[src/rtl/framebuffer_arbiter_pkg.sv]
// -----------------------------------------------------------------------------
// framebuffer_arbiter_pkg
// Shared definitions for the framebuffer arbiter:
//   state_e          - arbiter state (ST_CLEAR sweeps the RAM to zero, ST_RUN
//                      serves the display and drains buffered capture writes)
//   R_MSB/G_MSB/B_MSB - top bit of each RGB555 colour field in a pixel word
// -----------------------------------------------------------------------------
package framebuffer_arbiter_pkg;

    typedef enum logic {
        ST_CLEAR = 1'b0,
        ST_RUN   = 1'b1
    } state_e;

    localparam int R_MSB = 14;
    localparam int G_MSB = 9;
    localparam int B_MSB = 4;

endpackage

[src/rtl/framebuffer_arbiter_if.sv]
// -----------------------------------------------------------------------------
// framebuffer_arbiter_if
// Bundles the display read port, the capture write port, the single-port RAM
// port and the busy flag of the framebuffer arbiter.
//   slave  modport - seen by the arbiter
//   master modport - seen by the surrounding display/capture/RAM logic
// Parameters ADDR_W / DATA_W must match those of the arbiter instance.
// -----------------------------------------------------------------------------
interface framebuffer_arbiter_if #(
    parameter int ADDR_W = 16,
    parameter int DATA_W = 15
);
    // display read port
    logic              disp_req;
    logic [ADDR_W-1:0] disp_addr;
    logic [DATA_W-1:0] disp_rdata;
    logic              disp_rvalid;
    // capture write port
    logic              wr_valid;
    logic              wr_ready;
    logic [ADDR_W-1:0] wr_addr;
    logic [DATA_W-1:0] wr_data;
    // single-port RAM
    logic [ADDR_W-1:0] ram_addr;
    logic [DATA_W-1:0] ram_wdata;
    logic              ram_wren;
    logic [DATA_W-1:0] ram_q;
    // status
    logic              busy;

    modport slave (
        input  disp_req, disp_addr, wr_valid, wr_addr, wr_data, ram_q,
        output disp_rdata, disp_rvalid, wr_ready, ram_addr, ram_wdata,
               ram_wren, busy
    );

    modport master (
        output disp_req, disp_addr, wr_valid, wr_addr, wr_data, ram_q,
        input  disp_rdata, disp_rvalid, wr_ready, ram_addr, ram_wdata,
               ram_wren, busy
    );

endinterface

[src/rtl/framebuffer_arbiter_fifo.sv]
// -----------------------------------------------------------------------------
// fbarb_fifo
// Synchronous first-in first-out write buffer for the framebuffer arbiter.
//   clock, reset - rising-edge clock, synchronous active-high reset
//   push, din    - enqueue din (ignored when full)
//   pop          - dequeue the head (ignored when empty)
//   dout         - current head entry
//   full, empty  - occupancy flags
// FIFO_DEPTH must be a power of two, at least 2, so the pointers wrap freely.
// Storage is not reset; only the pointers and the count are.
// -----------------------------------------------------------------------------
module fbarb_fifo #(
    parameter int FIFO_DEPTH = 4,
    parameter int WIDTH      = 31
) (
    input  logic             clock,
    input  logic             reset,
    input  logic             push,
    input  logic [WIDTH-1:0] din,
    input  logic             pop,
    output logic [WIDTH-1:0] dout,
    output logic             full,
    output logic             empty
);
    localparam int PTR_W = $clog2(FIFO_DEPTH);
    localparam int CNT_W = PTR_W + 1;

    logic [WIDTH-1:0] mem_q [FIFO_DEPTH];
    logic [PTR_W-1:0] wr_ptr_q, wr_ptr_d;
    logic [PTR_W-1:0] rd_ptr_q, rd_ptr_d;
    logic [CNT_W-1:0] count_q, count_d;
    logic             do_push, do_pop;

    assign full    = (count_q == CNT_W'(FIFO_DEPTH));
    assign empty   = (count_q == '0);
    assign do_push = push && !full;
    assign do_pop  = pop && !empty;
    assign dout    = mem_q[rd_ptr_q];

    always_comb begin
        wr_ptr_d = wr_ptr_q;
        rd_ptr_d = rd_ptr_q;
        count_d  = count_q;
        if (do_push) wr_ptr_d = wr_ptr_q + PTR_W'(1);
        if (do_pop)  rd_ptr_d = rd_ptr_q + PTR_W'(1);
        // simultaneous push and pop leaves the occupancy unchanged
        case ({do_push, do_pop})
            2'b10:   count_d = count_q + CNT_W'(1);
            2'b01:   count_d = count_q - CNT_W'(1);
            default: count_d = count_q;
        endcase
    end

    always_ff @(posedge clock) begin
        if (reset) begin
            wr_ptr_q <= '0;
            rd_ptr_q <= '0;
            count_q  <= '0;
        end else begin
            wr_ptr_q <= wr_ptr_d;
            rd_ptr_q <= rd_ptr_d;
            count_q  <= count_d;
        end
    end

    always_ff @(posedge clock) begin
        if (do_push) mem_q[wr_ptr_q] <= din;
    end

endmodule

[src/rtl/framebuffer_arbiter.sv]
// -----------------------------------------------------------------------------
// framebuffer_arbiter
// Shares one single-port framebuffer RAM between a display reader and a
// capture writer. Display reads always win the port in the same cycle;
// capture writes are buffered in fbarb_fifo and drained on cycles the display
// leaves free, in acceptance order.
//   clock, reset - rising-edge clock, synchronous active-high reset
//   bus (slave)  - display read port, capture write port, RAM port, busy
// Build option FBARB_CLEAR_EN: when defined, the block sweeps zeros into every
// RAM address after reset (state ST_CLEAR) before draining buffered writes.
// When undefined, the block runs directly after reset and no clear logic
// exists.
// -----------------------------------------------------------------------------
module framebuffer_arbiter
    import framebuffer_arbiter_pkg::*;
#(
    parameter int ADDR_W     = 16,
    parameter int DATA_W     = 15,
    parameter int FIFO_DEPTH = 4
) (
    input logic                  clock,
    input logic                  reset,
    framebuffer_arbiter_if.slave bus
);
    localparam int ENT_W = ADDR_W + DATA_W;

    logic              fifo_push, fifo_pop, fifo_full, fifo_empty;
    logic [ENT_W-1:0]  fifo_din, fifo_dout;
    logic              wr_ready;
    logic              disp_rvalid_q, disp_rvalid_d;
    logic [ADDR_W-1:0] ram_addr;
    logic [DATA_W-1:0] ram_wdata;
    logic              ram_wren;
    logic              clearing;
    logic [ADDR_W-1:0] clr_addr;

    fbarb_fifo #(
        .FIFO_DEPTH (FIFO_DEPTH),
        .WIDTH      (ENT_W)
    ) u_fifo (
        .clock (clock),
        .reset (reset),
        .push  (fifo_push),
        .din   (fifo_din),
        .pop   (fifo_pop),
        .dout  (fifo_dout),
        .full  (fifo_full),
        .empty (fifo_empty)
    );

`ifdef FBARB_CLEAR_EN
    state_e            state_q, state_d;
    logic [ADDR_W-1:0] clr_addr_q, clr_addr_d;
    logic              clr_write;

    // a clear write happens on every idle cycle of the sweep
    assign clr_write = (state_q == ST_CLEAR) && !bus.disp_req && !reset;

    always_comb begin
        state_d    = state_q;
        clr_addr_d = clr_addr_q;
        if (clr_write) begin
            clr_addr_d = clr_addr_q + ADDR_W'(1);
            if (&clr_addr_q) state_d = ST_RUN;
        end
    end

    always_ff @(posedge clock) begin
        if (reset) begin
            state_q    <= ST_CLEAR;
            clr_addr_q <= '0;
        end else begin
            state_q    <= state_d;
            clr_addr_q <= clr_addr_d;
        end
    end

    assign clearing = (state_q == ST_CLEAR);
    assign clr_addr = clr_addr_q;
`else
    assign clearing = 1'b0;
    assign clr_addr = '0;
`endif

    // accepting writes never depends on the display, only on FIFO space
    assign wr_ready  = !fifo_full && !reset;
    assign fifo_push = bus.wr_valid && wr_ready;
    assign fifo_din  = {bus.wr_addr, bus.wr_data};

    // port mux: display, then clear sweep, then FIFO head, else idle zeros
    always_comb begin
        ram_addr  = '0;
        ram_wdata = '0;
        ram_wren  = 1'b0;
        fifo_pop  = 1'b0;
        if (bus.disp_req) begin
            ram_addr = bus.disp_addr;
        end else if (clearing) begin
            ram_addr = clr_addr;
            ram_wren = 1'b1;
        end else if (!fifo_empty) begin
            ram_addr  = fifo_dout[ENT_W-1:DATA_W];
            ram_wdata = fifo_dout[DATA_W-1:0];
            ram_wren  = 1'b1;
            fifo_pop  = 1'b1;
        end
        if (reset) begin
            ram_wren = 1'b0;
            fifo_pop = 1'b0;
        end
    end

    assign disp_rvalid_d = bus.disp_req;

    always_ff @(posedge clock) begin
        if (reset) disp_rvalid_q <= 1'b0;
        else       disp_rvalid_q <= disp_rvalid_d;
    end

    assign bus.ram_addr    = ram_addr;
    assign bus.ram_wdata   = ram_wdata;
    assign bus.ram_wren    = ram_wren;
    assign bus.wr_ready    = wr_ready;
    assign bus.disp_rvalid = disp_rvalid_q;
    assign bus.disp_rdata  = disp_rvalid_q ? bus.ram_q : '0;
    assign bus.busy        = clearing || !fifo_empty;

endmodule
[src/flat_wrapper.sv]
// flat-port wrapper written by rule: the top's interface ports become plain ports
module framebuffer_arbiter_flat import framebuffer_arbiter_pkg::*;
#(
    parameter int ADDR_W     = 16,
    parameter int DATA_W     = 15,
    parameter int FIFO_DEPTH = 4
)
  (clock, reset, bus_disp_req, bus_disp_addr, bus_wr_valid, bus_wr_addr, bus_wr_data, bus_ram_q, bus_disp_rdata, bus_disp_rvalid, bus_wr_ready, bus_ram_addr, bus_ram_wdata, bus_ram_wren, bus_busy);
  framebuffer_arbiter_if #(.ADDR_W(ADDR_W), .DATA_W(DATA_W)) bus_i ();
  input logic clock;
  input logic reset;
  input wire logic [$bits(bus_i.disp_req)-1:0] bus_disp_req;
  input wire logic [$bits(bus_i.disp_addr)-1:0] bus_disp_addr;
  input wire logic [$bits(bus_i.wr_valid)-1:0] bus_wr_valid;
  input wire logic [$bits(bus_i.wr_addr)-1:0] bus_wr_addr;
  input wire logic [$bits(bus_i.wr_data)-1:0] bus_wr_data;
  input wire logic [$bits(bus_i.ram_q)-1:0] bus_ram_q;
  output wire logic [$bits(bus_i.disp_rdata)-1:0] bus_disp_rdata;
  output wire logic [$bits(bus_i.disp_rvalid)-1:0] bus_disp_rvalid;
  output wire logic [$bits(bus_i.wr_ready)-1:0] bus_wr_ready;
  output wire logic [$bits(bus_i.ram_addr)-1:0] bus_ram_addr;
  output wire logic [$bits(bus_i.ram_wdata)-1:0] bus_ram_wdata;
  output wire logic [$bits(bus_i.ram_wren)-1:0] bus_ram_wren;
  output wire logic [$bits(bus_i.busy)-1:0] bus_busy;
  assign bus_i.disp_req = bus_disp_req;
  assign bus_i.disp_addr = bus_disp_addr;
  assign bus_i.wr_valid = bus_wr_valid;
  assign bus_i.wr_addr = bus_wr_addr;
  assign bus_i.wr_data = bus_wr_data;
  assign bus_i.ram_q = bus_ram_q;
  assign bus_disp_rdata = bus_i.disp_rdata;
  assign bus_disp_rvalid = bus_i.disp_rvalid;
  assign bus_wr_ready = bus_i.wr_ready;
  assign bus_ram_addr = bus_i.ram_addr;
  assign bus_ram_wdata = bus_i.ram_wdata;
  assign bus_ram_wren = bus_i.ram_wren;
  assign bus_busy = bus_i.busy;
  framebuffer_arbiter #(.ADDR_W(ADDR_W), .DATA_W(DATA_W), .FIFO_DEPTH(FIFO_DEPTH)) u_core (.clock(clock), .reset(reset), .bus(bus_i));
endmodule
[config.mk]
export PLATFORM = sky130hd
export DESIGN_NAME = framebuffer_arbiter_flat
export DESIGN_NICKNAME = d
export VERILOG_FILES = /design/src/rtl/framebuffer_arbiter_pkg.sv /design/src/rtl/framebuffer_arbiter_if.sv /design/src/rtl/framebuffer_arbiter_fifo.sv /design/src/rtl/framebuffer_arbiter.sv /design/src/flat_wrapper.sv
export SDC_FILE = /design/constraint.sdc
export NUM_CORES = 1
export LEC_CHECK = 0
export CORE_UTILIZATION = 40
export CTS_CLUSTER_SIZE = 25
export DETAILED_ROUTE_END_ITERATION = 8
export PLACE_DENSITY = 0.65
export SLEW_MARGIN = 20
export SYNTH_ARGS = -nofsm -noshare
export SYNTH_HDL_FRONTEND = slang
export SYNTH_SLANG_ARGS = --single-unit
[constraint.sdc]
create_clock -name clock -period 2.8 [get_ports clock]
set_clock_uncertainty 0.2 [all_clocks]
set_input_delay 0.56 -clock clock [delete_from_list [all_inputs] [get_ports clock]]
set_output_delay 0.56 -clock clock [all_outputs]
set_load 0.005 [all_outputs]
==> impl_metrics.prom, run 1 <==
# TYPE chip_impl_metric gauge
chip_impl_metric{name="numClockSinks",unit=""} 134
chip_impl_metric{name="antenna_violating_nets_post_route",unit=""} 0
chip_impl_metric{name="worst_reg2reg_setup_slack",unit="ns"} 0.35
chip_impl_metric{name="synth_compound_gate_area_share",unit=""} 0.0340
chip_impl_metric{name="num_vias",unit=""} 3069
chip_impl_metric{name="finalHoldViolations",unit=""} 0
chip_impl_metric{name="design.core.area",unit="µm²"} 12900
chip_impl_metric{name="seq_area_frac_synth",unit=""} 0.731
chip_impl_info{name="end_kind",value="primary output"} 1
chip_impl_metric{name="dpl-instance-area",unit="µm²"} 6890
chip_impl_metric{name="final_critical_path_setup_slack",unit="ns"} -0.0327
chip_impl_metric{name="fin_crit_sh",unit=""} 1.01
chip_impl_info{name="clock-root-buffer",value="clkbuf_16"} 1
chip_impl_metric{name="grt_use_total",unit=""} 0.165
chip_impl_info{name="clock_tree_from_tritoncts",value="built"} 1
chip_impl_metric{name="avgRoutedWirePerCell",unit="µm"} 17.7
chip_impl_metric{name="achievable-frequency",unit="GHz"} 0.353
chip_impl_metric{name="vdd_drop_max",unit="mV"} 0.416
chip_impl_metric{name="synth.ff_latch_count",unit=""} 134
chip_impl_metric{name="timing.max_slew.rel_slack",unit=""} 0.776
chip_impl_metric{name="floorplan.initialDensity",unit=""} 0.417
chip_impl_metric{name="synth_simple_gate_area_frac",unit=""} 0.0585
chip_impl_info{name="worst_path_max_delay_cell",value="mux4_1"} 1
chip_impl_info{name="largest_family_of_logic_cells_by_synthesized_area",value="multiplexers"} 1
chip_impl_info{name="status",value="finished, violations left"} 1
chip_impl_metric{name="tightestPinTransition",unit="ns"} 0.335
chip_impl_metric{name="grt_pass1_vias",unit=""} 3217
chip_impl_metric{name="finalWeightedCongestion",unit=""} 0.777
chip_impl_metric{name="flow.area_growth_from_synthesis",unit="%"} 42.3
chip_impl_metric{name="synth_cell_types",unit=""} 27
chip_impl_metric{name="pwr-share-comb",unit=""} 0.139
chip_impl_metric{name="worstPathRequired",unit="ns"} 2.04
chip_impl_info{name="timing.hold.worst.class",value="flip-flop to flip-flop"} 1
chip_impl_metric{name="drt_iter0_drc",unit=""} 198
chip_impl_metric{name="synth_xor_area_frac",unit=""} 0.00326
chip_impl_metric{name="htree_levels",unit=""} 4
chip_impl_metric{name="cp_max_fo",unit=""} 5
chip_impl_metric{name="cp.arrival",unit="ns"} 2.07
chip_impl_metric{name="switching_power",unit="W"} 0.00112
chip_impl_metric{name="numCtsBuffers",unit=""} 17
chip_impl_metric{name="pin_count_of_the_biggest_net_entering_global_routing",unit=""} 23
chip_impl_metric{name="route.detailed.drc",unit=""} 0
chip_impl_metric{name="syn-mean-instance-area",unit="µm²"} 19.9
chip_impl_metric{name="mappedNetlistArea",unit="µm²"} 5370
chip_impl_metric{name="postSynthNetCount",unit=""} 342
chip_impl_metric{name="antenna_diodes",unit=""} 0
chip_impl_metric{name="power.sequential.fraction",unit=""} 0.457
chip_impl_metric{name="globalRouteOverflowTotal",unit=""} 0
chip_impl_metric{name="nNetsFinal",unit=""} 500
chip_impl_metric{name="yosys_warnings",unit=""} 0
chip_impl_metric{name="finish.instance_area",unit="µm²"} 7640
chip_impl_metric{name="cts.path.max_buffers",unit=""} 2
chip_impl_metric{name="num-fill-cells",unit=""} 966
chip_impl_metric{name="height_of_the_die",unit="µm"} 118
chip_impl_info{name="layout_common_cells",value="124 x edfxtp_1, 84 x clkdlybuf4s50_1, 29 x mux4_2"} 1
chip_impl_info{name="layout_commonest_cell",value="edfxtp_1"} 1
chip_impl_metric{name="drt_pass1_iterations",unit=""} 4
chip_impl_metric{name="grt_pass1_wl",unit="µm"} 16800
chip_impl_info{name="violations",value="setup timing"} 1
chip_impl_metric{name="cell_internal_pwr",unit="W"} 0.00393
chip_impl_info{name="critPathLaunchType",value="flip-flop"} 1
chip_impl_metric{name="placementRows",unit=""} 41
chip_impl_metric{name="crit_path_max_incr_delay",unit="ns"} 0.62
chip_impl_info{name="path_cells",value="mux4_1 -> a22o_1 -> clkdlybuf4s50_1"} 1
chip_impl_info{name="setup_repair_after_global_routing_missed_its_margin",value="yes"} 1
chip_impl_metric{name="die_area",unit="µm²"} 13900
chip_impl_metric{name="worst_skew_pair.late_latency",unit="ns"} 0.40
chip_impl_metric{name="drive_above_1_share",unit=""} 0.261
chip_impl_metric{name="synthDominantCellAreaShare",unit=""} 0.694
chip_impl_metric{name="p_leak",unit="nW"} 2.70
chip_impl_metric{name="worst_setup_hold_path_clk_slew",unit="ns"} 0.06
chip_impl_metric{name="net_switching_fraction_of_the_power",unit=""} 0.221
chip_impl_metric{name="p_per_area",unit="nW/µm²"} 661
chip_impl_metric{name="maxCapViolCount",unit=""} 0
chip_impl_info{name="synth_area_leaders",value="edfxtp_1 69%, mux4_2 10%, and2_1 4.0%"} 1
chip_impl_info{name="worstSetupPathType",value="flip-flop to primary output"} 1
chip_impl_metric{name="antenna_found_initial",unit=""} 0
chip_impl_metric{name="place_hpwl",unit="µm"} 6940
chip_impl_metric{name="period_needed",unit="ns"} 2.83
chip_impl_metric{name="finalMaxSlewViolations",unit=""} 0
chip_impl_metric{name="wl",unit="µm"} 10800
chip_impl_metric{name="vias_per_cell",unit=""} 5.01
chip_impl_info{name="library_cell_with_the_largest_summed_area_after_synthesis",value="edfxtp_1"} 1
chip_impl_metric{name="pwr-share-clk",unit=""} 0.404
chip_impl_metric{name="fp.dieW",unit="µm"} 118
chip_impl_metric{name="port_buffers",unit=""} 115
chip_impl_metric{name="synthMuxAreaShare",unit=""} 0.139
chip_impl_metric{name="syn-instance-count",unit=""} 270
chip_impl_metric{name="dpl_worst_slack",unit="ns"} -0.0453
chip_impl_metric{name="io_pins",unit=""} 116
chip_impl_metric{name="synth_adder_area_share",unit=""} 0.0154
chip_impl_metric{name="setup_viol",unit=""} 1
-- through the flow --
stage	setup TNS, ns	cells	utilization	power (W)	hold WS [ns]
4_1_cts	-0.538	598	0.580	0.00501	0.287
3_5_place_dp	-0.636	565	0.535	0.00297	0.276
5_1_grt	-0.479	613	0.593	0.00523	0.312
6_report	-0.0327	613	0.593	0.00505	0.291
3_3_place_gp	-0.227	565	0.535	0.00296	0.264
2_1_floorplan	0	270	-	0.00263	0.253
-- path summary, 6_finish.rpt --
kind,start,end,depth (start not counted)
setup / recovery,flip-flop,bus_ram_addr[15],3
hold / removal,u_core.u_fifo.rd_ptr_q[1]$_SDFFE_PP0P_,flip-flop,2
hold reg to reg,u_core.u_fifo.rd_ptr_q[1]$_SDFFE_PP0P_,flip-flop,2
setup reg to reg,u_core.u_fifo.count_q[2]$_SDFFE_PP0P_,u_core.u_fifo.count_q[2]$_SDFFE_PP0P_,9
-- cell usage after synthesis --
library cell	number
nor3b_2	1
buf_1	2
and2_1	34
fa_1	1
a22o_1	16
nor3_4	1
dfxtp_1	10
mux2_2	1
nand2b_1	1
o31ai_1	1
nor3_1	2
ha_1	5
nor2_1	6
xor2_1	2
or4_1	1
mux4_1	7
nor2b_1	1
edfxtp_1	124
mux2i_1	1
inv_1	8
buf_6	3
nor3b_1	1
o21ai_0	2
a21oi_1	5
mux4_2	24
or3_1	2
clkbuf_1	8
-- layout make-up --
| class | count | area [µm²] | share of cell area |
|---|---|---|---|
| well taps | 172 | 215 | 0.0282 |
| inverters | 8 | 30.0 | 0.00393 |
| flip-flops and latches | 134 | 3930 | 0.515 |
| repair buffers | 152 | 1560 | 0.205 |
| multi-input cells | 115 | 1340 | 0.176 |
| clock inverters | 14 | 125 | 0.0164 |
| clock buffers | 18 | 429 | 0.0562 |
-- worst max-delay path: cells and delay by family (launching register included) --
kind | cells | cell delay, ns
DFF | 1 | 0.40
buffers and inverters | 1 | 0.43
AOI/OAI and AO/OA | 1 | 0.22
muxes | 1 | 0.62
-- registers in the layout, summed over array words and instances, names as in the netlist, named ones only --
name	flops
u_core.u_fifo.mem_q	124
u_core.bus.disp_rvalid	1
u_core.u_fifo.count_q	3
u_core.u_fifo.wr_ptr_q	2
u_core.u_fifo.rd_ptr_q	2
-- timing repair --
item | CTS | global route
hold buffers | 0 | 0
pin swaps | 2 | 12
gates resized for setup | 41 | 41
buffers inserted | 1 | 14
setup endpoints to repair | 31 | 15
gates cloned | 0 | 1
-- cell families after synthesis --
family                   count (synthesis)
multiplexers                            33
flip-flops                             134
XOR/XNOR                                 2
AND/OR/NAND/NOR                         50
adder cells (fa/ha/maj)                  6
AO/OA/AOI/OAI                           24
buffers and inverters                   21
-- per-layer routing --
metal | part of all wire | vias up | global-route usage
li1 | - | 1404 | -
met1 | 0.44 | 1557 | 0.200
met2 | 0.50 | 101 | 0.279
met3 | 0.054 | 7 | 0.0494
met4 | 0.0068 | 0 | 0.0609
met5 | 0 | - | 0
-- power groups by stage --
stage / clock network, W / registers (W) / logic (W)
floorplan: 0 / 0.00234 / 0.000296
global placement: 0 / 0.00234 / 0.000618
detailed placement: 0 / 0.00235 / 0.000627
CTS: 0.00208 / 0.00231 / 0.000622
global route: 0.00216 / 0.00231 / 0.000756
finish: 0.00204 / 0.00231 / 0.000699
No activity file was read; power rests on OpenSTA's default activity.
==> run 2, diff against run 1 <==
Settings changed: GPL_ROUTABILITY_DRIVEN set to 0.
==> results of run 2 <==
Same layout as run 1: the final DEF is identical, and so are final timing and power.
==> run 3, diff against run 2 <==
Settings changed: CORE_MARGIN set to 2.
==> impl_metrics.prom, run 3 (synthesis gave the netlist of run 1 again) <==
# TYPE chip_impl_metric gauge
chip_impl_info{name="status",value="completed"} 1
chip_impl_metric{name="antenna_found_initial",unit=""} 1
chip_impl_metric{name="dpl_worst_slack",unit="ns"} -0.128
chip_impl_info{name="registers.top_by_ff_count",value="u_core.u_fifo.mem_q"} 1
chip_impl_metric{name="postCtsHoldBufs",unit=""} 0
chip_impl_info{name="end_kind",value="primary output"} 1
chip_impl_metric{name="route.detailed.drc",unit=""} 0
chip_impl_metric{name="achievable-frequency",unit="GHz"} 0.366
chip_impl_metric{name="drt_iter0_drc",unit=""} 191
chip_impl_metric{name="grt_pass1_vias",unit=""} 3216
chip_impl_metric{name="placementRows",unit=""} 42
chip_impl_metric{name="cp.arrival",unit="ns"} 1.97
chip_impl_metric{name="fin_crit_sh",unit=""} 0.975
chip_impl_metric{name="worst_skew_pair.late_latency",unit="ns"} 0.41
chip_impl_metric{name="p_per_area",unit="nW/µm²"} 681
chip_impl_metric{name="avgRoutedWirePerCell",unit="µm"} 17.7
chip_impl_metric{name="wl",unit="µm"} 10800
chip_impl_info{name="biggest_regs",value="u_core.u_fifo.mem_q: 124 flops, u_core.u_fifo.count_q: 3 flops"} 1
chip_impl_metric{name="period_needed",unit="ns"} 2.73
chip_impl_metric{name="numClockSinks",unit=""} 134
chip_impl_metric{name="port_buffers",unit=""} 115
chip_impl_info{name="worstSetupPathType",value="flip-flop to primary output"} 1
chip_impl_metric{name="vdd_drop_max",unit="mV"} 0.469
chip_impl_metric{name="antenna_diodes",unit=""} 0
chip_impl_metric{name="floorplan.initialDensity",unit=""} 0.407
chip_impl_info{name="clock_tree_from_tritoncts",value="built"} 1
chip_impl_info{name="setup_repair_after_global_routing_missed_its_margin",value="no"} 1
chip_impl_info{name="layout_common_cells",value="124 x edfxtp_1, 82 x clkdlybuf4s50_1, 30 x mux4_2"} 1
chip_impl_metric{name="flow.area_growth_from_synthesis",unit="%"} 42.2
chip_impl_info{name="layout_commonest_cell",value="edfxtp_1"} 1
chip_impl_metric{name="p_leak",unit="nW"} 2.66
chip_impl_metric{name="place_hpwl",unit="µm"} 7110
chip_impl_metric{name="setup_total_negative_slack",unit="ns"} 0
chip_impl_metric{name="tightestPinTransition",unit="ns"} 0.364
chip_impl_info{name="worst_path_max_delay_cell",value="mux4_2"} 1
chip_impl_metric{name="drt_pass1_iterations",unit=""} 4
chip_impl_info{name="timing.hold.worst.class",value="flip-flop to flip-flop"} 1
chip_impl_metric{name="cp_max_fo",unit=""} 4
chip_impl_metric{name="grt_use_total",unit=""} 0.161
chip_impl_metric{name="timing.critical_path.buf_inv",unit=""} 3
chip_impl_metric{name="final.hold.worst_slack",unit="ns"} 0.285
chip_impl_metric{name="grt_pass1_wl",unit="µm"} 16800
chip_impl_metric{name="cts.path.max_buffers",unit=""} 2
chip_impl_metric{name="num_vias",unit=""} 3001
chip_impl_metric{name="drive_above_1_share",unit=""} 0.242
chip_impl_metric{name="maxCapViolCount",unit=""} 0
chip_impl_metric{name="die_area",unit="µm²"} 14400
chip_impl_metric{name="vias_per_cell",unit=""} 4.92
chip_impl_info{name="critical-path-top-delay-family",value="multiplexers"} 1
chip_impl_metric{name="crit_path_max_incr_delay",unit="ns"} 0.50
chip_impl_metric{name="num-fill-cells",unit=""} 1023
chip_impl_metric{name="setup_viol",unit=""} 0
chip_impl_metric{name="final_critical_path_setup_slack",unit="ns"} 0.0688
chip_impl_metric{name="pin_count_of_the_biggest_net_entering_global_routing",unit=""} 19
chip_impl_metric{name="htree_levels",unit=""} 4
chip_impl_info{name="path_cells",value="buf_12 -> buf_4 -> mux4_2 -> a22o_1 -> dlygate4sd2_1"} 1
chip_impl_metric{name="globalRouteOverflowTotal",unit=""} 0
chip_impl_metric{name="height_of_the_die",unit="µm"} 120
chip_impl_info{name="critPathLaunchType",value="flip-flop"} 1
chip_impl_metric{name="largest_register_ff_count",unit=""} 124
chip_impl_info{name="clock-root-buffer",value="clkbuf_16"} 1
chip_impl_metric{name="antenna_violating_nets_post_route",unit=""} 0
chip_impl_metric{name="io_pins",unit=""} 116
chip_impl_metric{name="worst_setup_hold_path_clk_slew",unit="ns"} 0.05
chip_impl_metric{name="fp.dieW",unit="µm"} 120
chip_impl_metric{name="design.core.area",unit="µm²"} 13200
chip_impl_metric{name="finalHoldViolations",unit=""} 0
chip_impl_metric{name="worstPathRequired",unit="ns"} 2.04
chip_impl_metric{name="numCtsBuffers",unit=""} 17
chip_impl_metric{name="finalMaxSlewViolations",unit=""} 0
chip_impl_metric{name="nNetsFinal",unit=""} 493
chip_impl_metric{name="timing.max_slew.rel_slack",unit=""} 0.757
[run 3: path summary, 6_finish.rpt]
check / startpoint / slack (ns) / cells past startpoint / end
hold / removal: u_core.u_fifo.rd_ptr_q[1]$_SDFFE_PP0P_ / 0.29 / 2 / flip-flop
setup / recovery: flip-flop / 0.07 / 5 / bus_ram_addr[7]
setup reg to reg: u_core.u_fifo.count_q[2]$_SDFFE_PP0P_ / 0.26 / 9 / u_core.u_fifo.count_q[2]$_SDFFE_PP0P_
hold reg to reg: u_core.u_fifo.rd_ptr_q[1]$_SDFFE_PP0P_ / 0.29 / 2 / flip-flop
[run 3: worst min-delay path, delay by kind of cell (launching register included)]
kind,cells,cell delay (ns)
AOI/OAI and AO/OA,2,0.13
DFF,1,0.31
[run 3: layout make-up]
type | instances | area (µm²) | share of cell area
clock inverter | 15 | 179 | 0.0234
sequential | 134 | 3930 | 0.515
tap | 176 | 220 | 0.0289
clock buffer | 17 | 425 | 0.0557
multi-input combinational | 115 | 1330 | 0.174
inverter | 8 | 30.0 | 0.00393
timing repair buffer | 145 | 1520 | 0.199
[run 3: per-stage QoR]
step | std cells | instance area (µm²) | power [W] | util
6_report | 610 | 7630 | 0.00520 | 0.579
5_1_grt | 610 | 7630 | 0.00540 | 0.579
4_1_cts | 613 | 7700 | 0.00529 | 0.584
3_5_place_dp | 568 | 6940 | 0.00299 | 0.526
3_3_place_gp | 568 | 6940 | 0.00297 | 0.526
2_1_floorplan | 270 | 5370 | 0.00263 | -
[run 3: timing repair]
action / 4_1_cts / 5_1_grt
hold endpoints to repair: 0 / 0
pin swaps: 10 / 11
setup endpoints to repair: 31 / 24
setup buffers: 11 / 2
gates resized for setup: 63 / 10
cloned: 2 / 0
[run 3: metal layers]
layer	GRT usage	wire length, µm	vias up
met2	0.266	5390	104
li1	-	-	1380
met1	0.194	4560	1504
met3	0.0680	759	11
met5	0	13	-
met4	0.0441	79	2
[run 3: report_power, final]
part,total [W],switching (W),internal (W)
clock,0.00222,0.000822,0.00140
combinational,0.000666,0.000262,0.000404
sequential,0.00231,0.0000356,0.00227
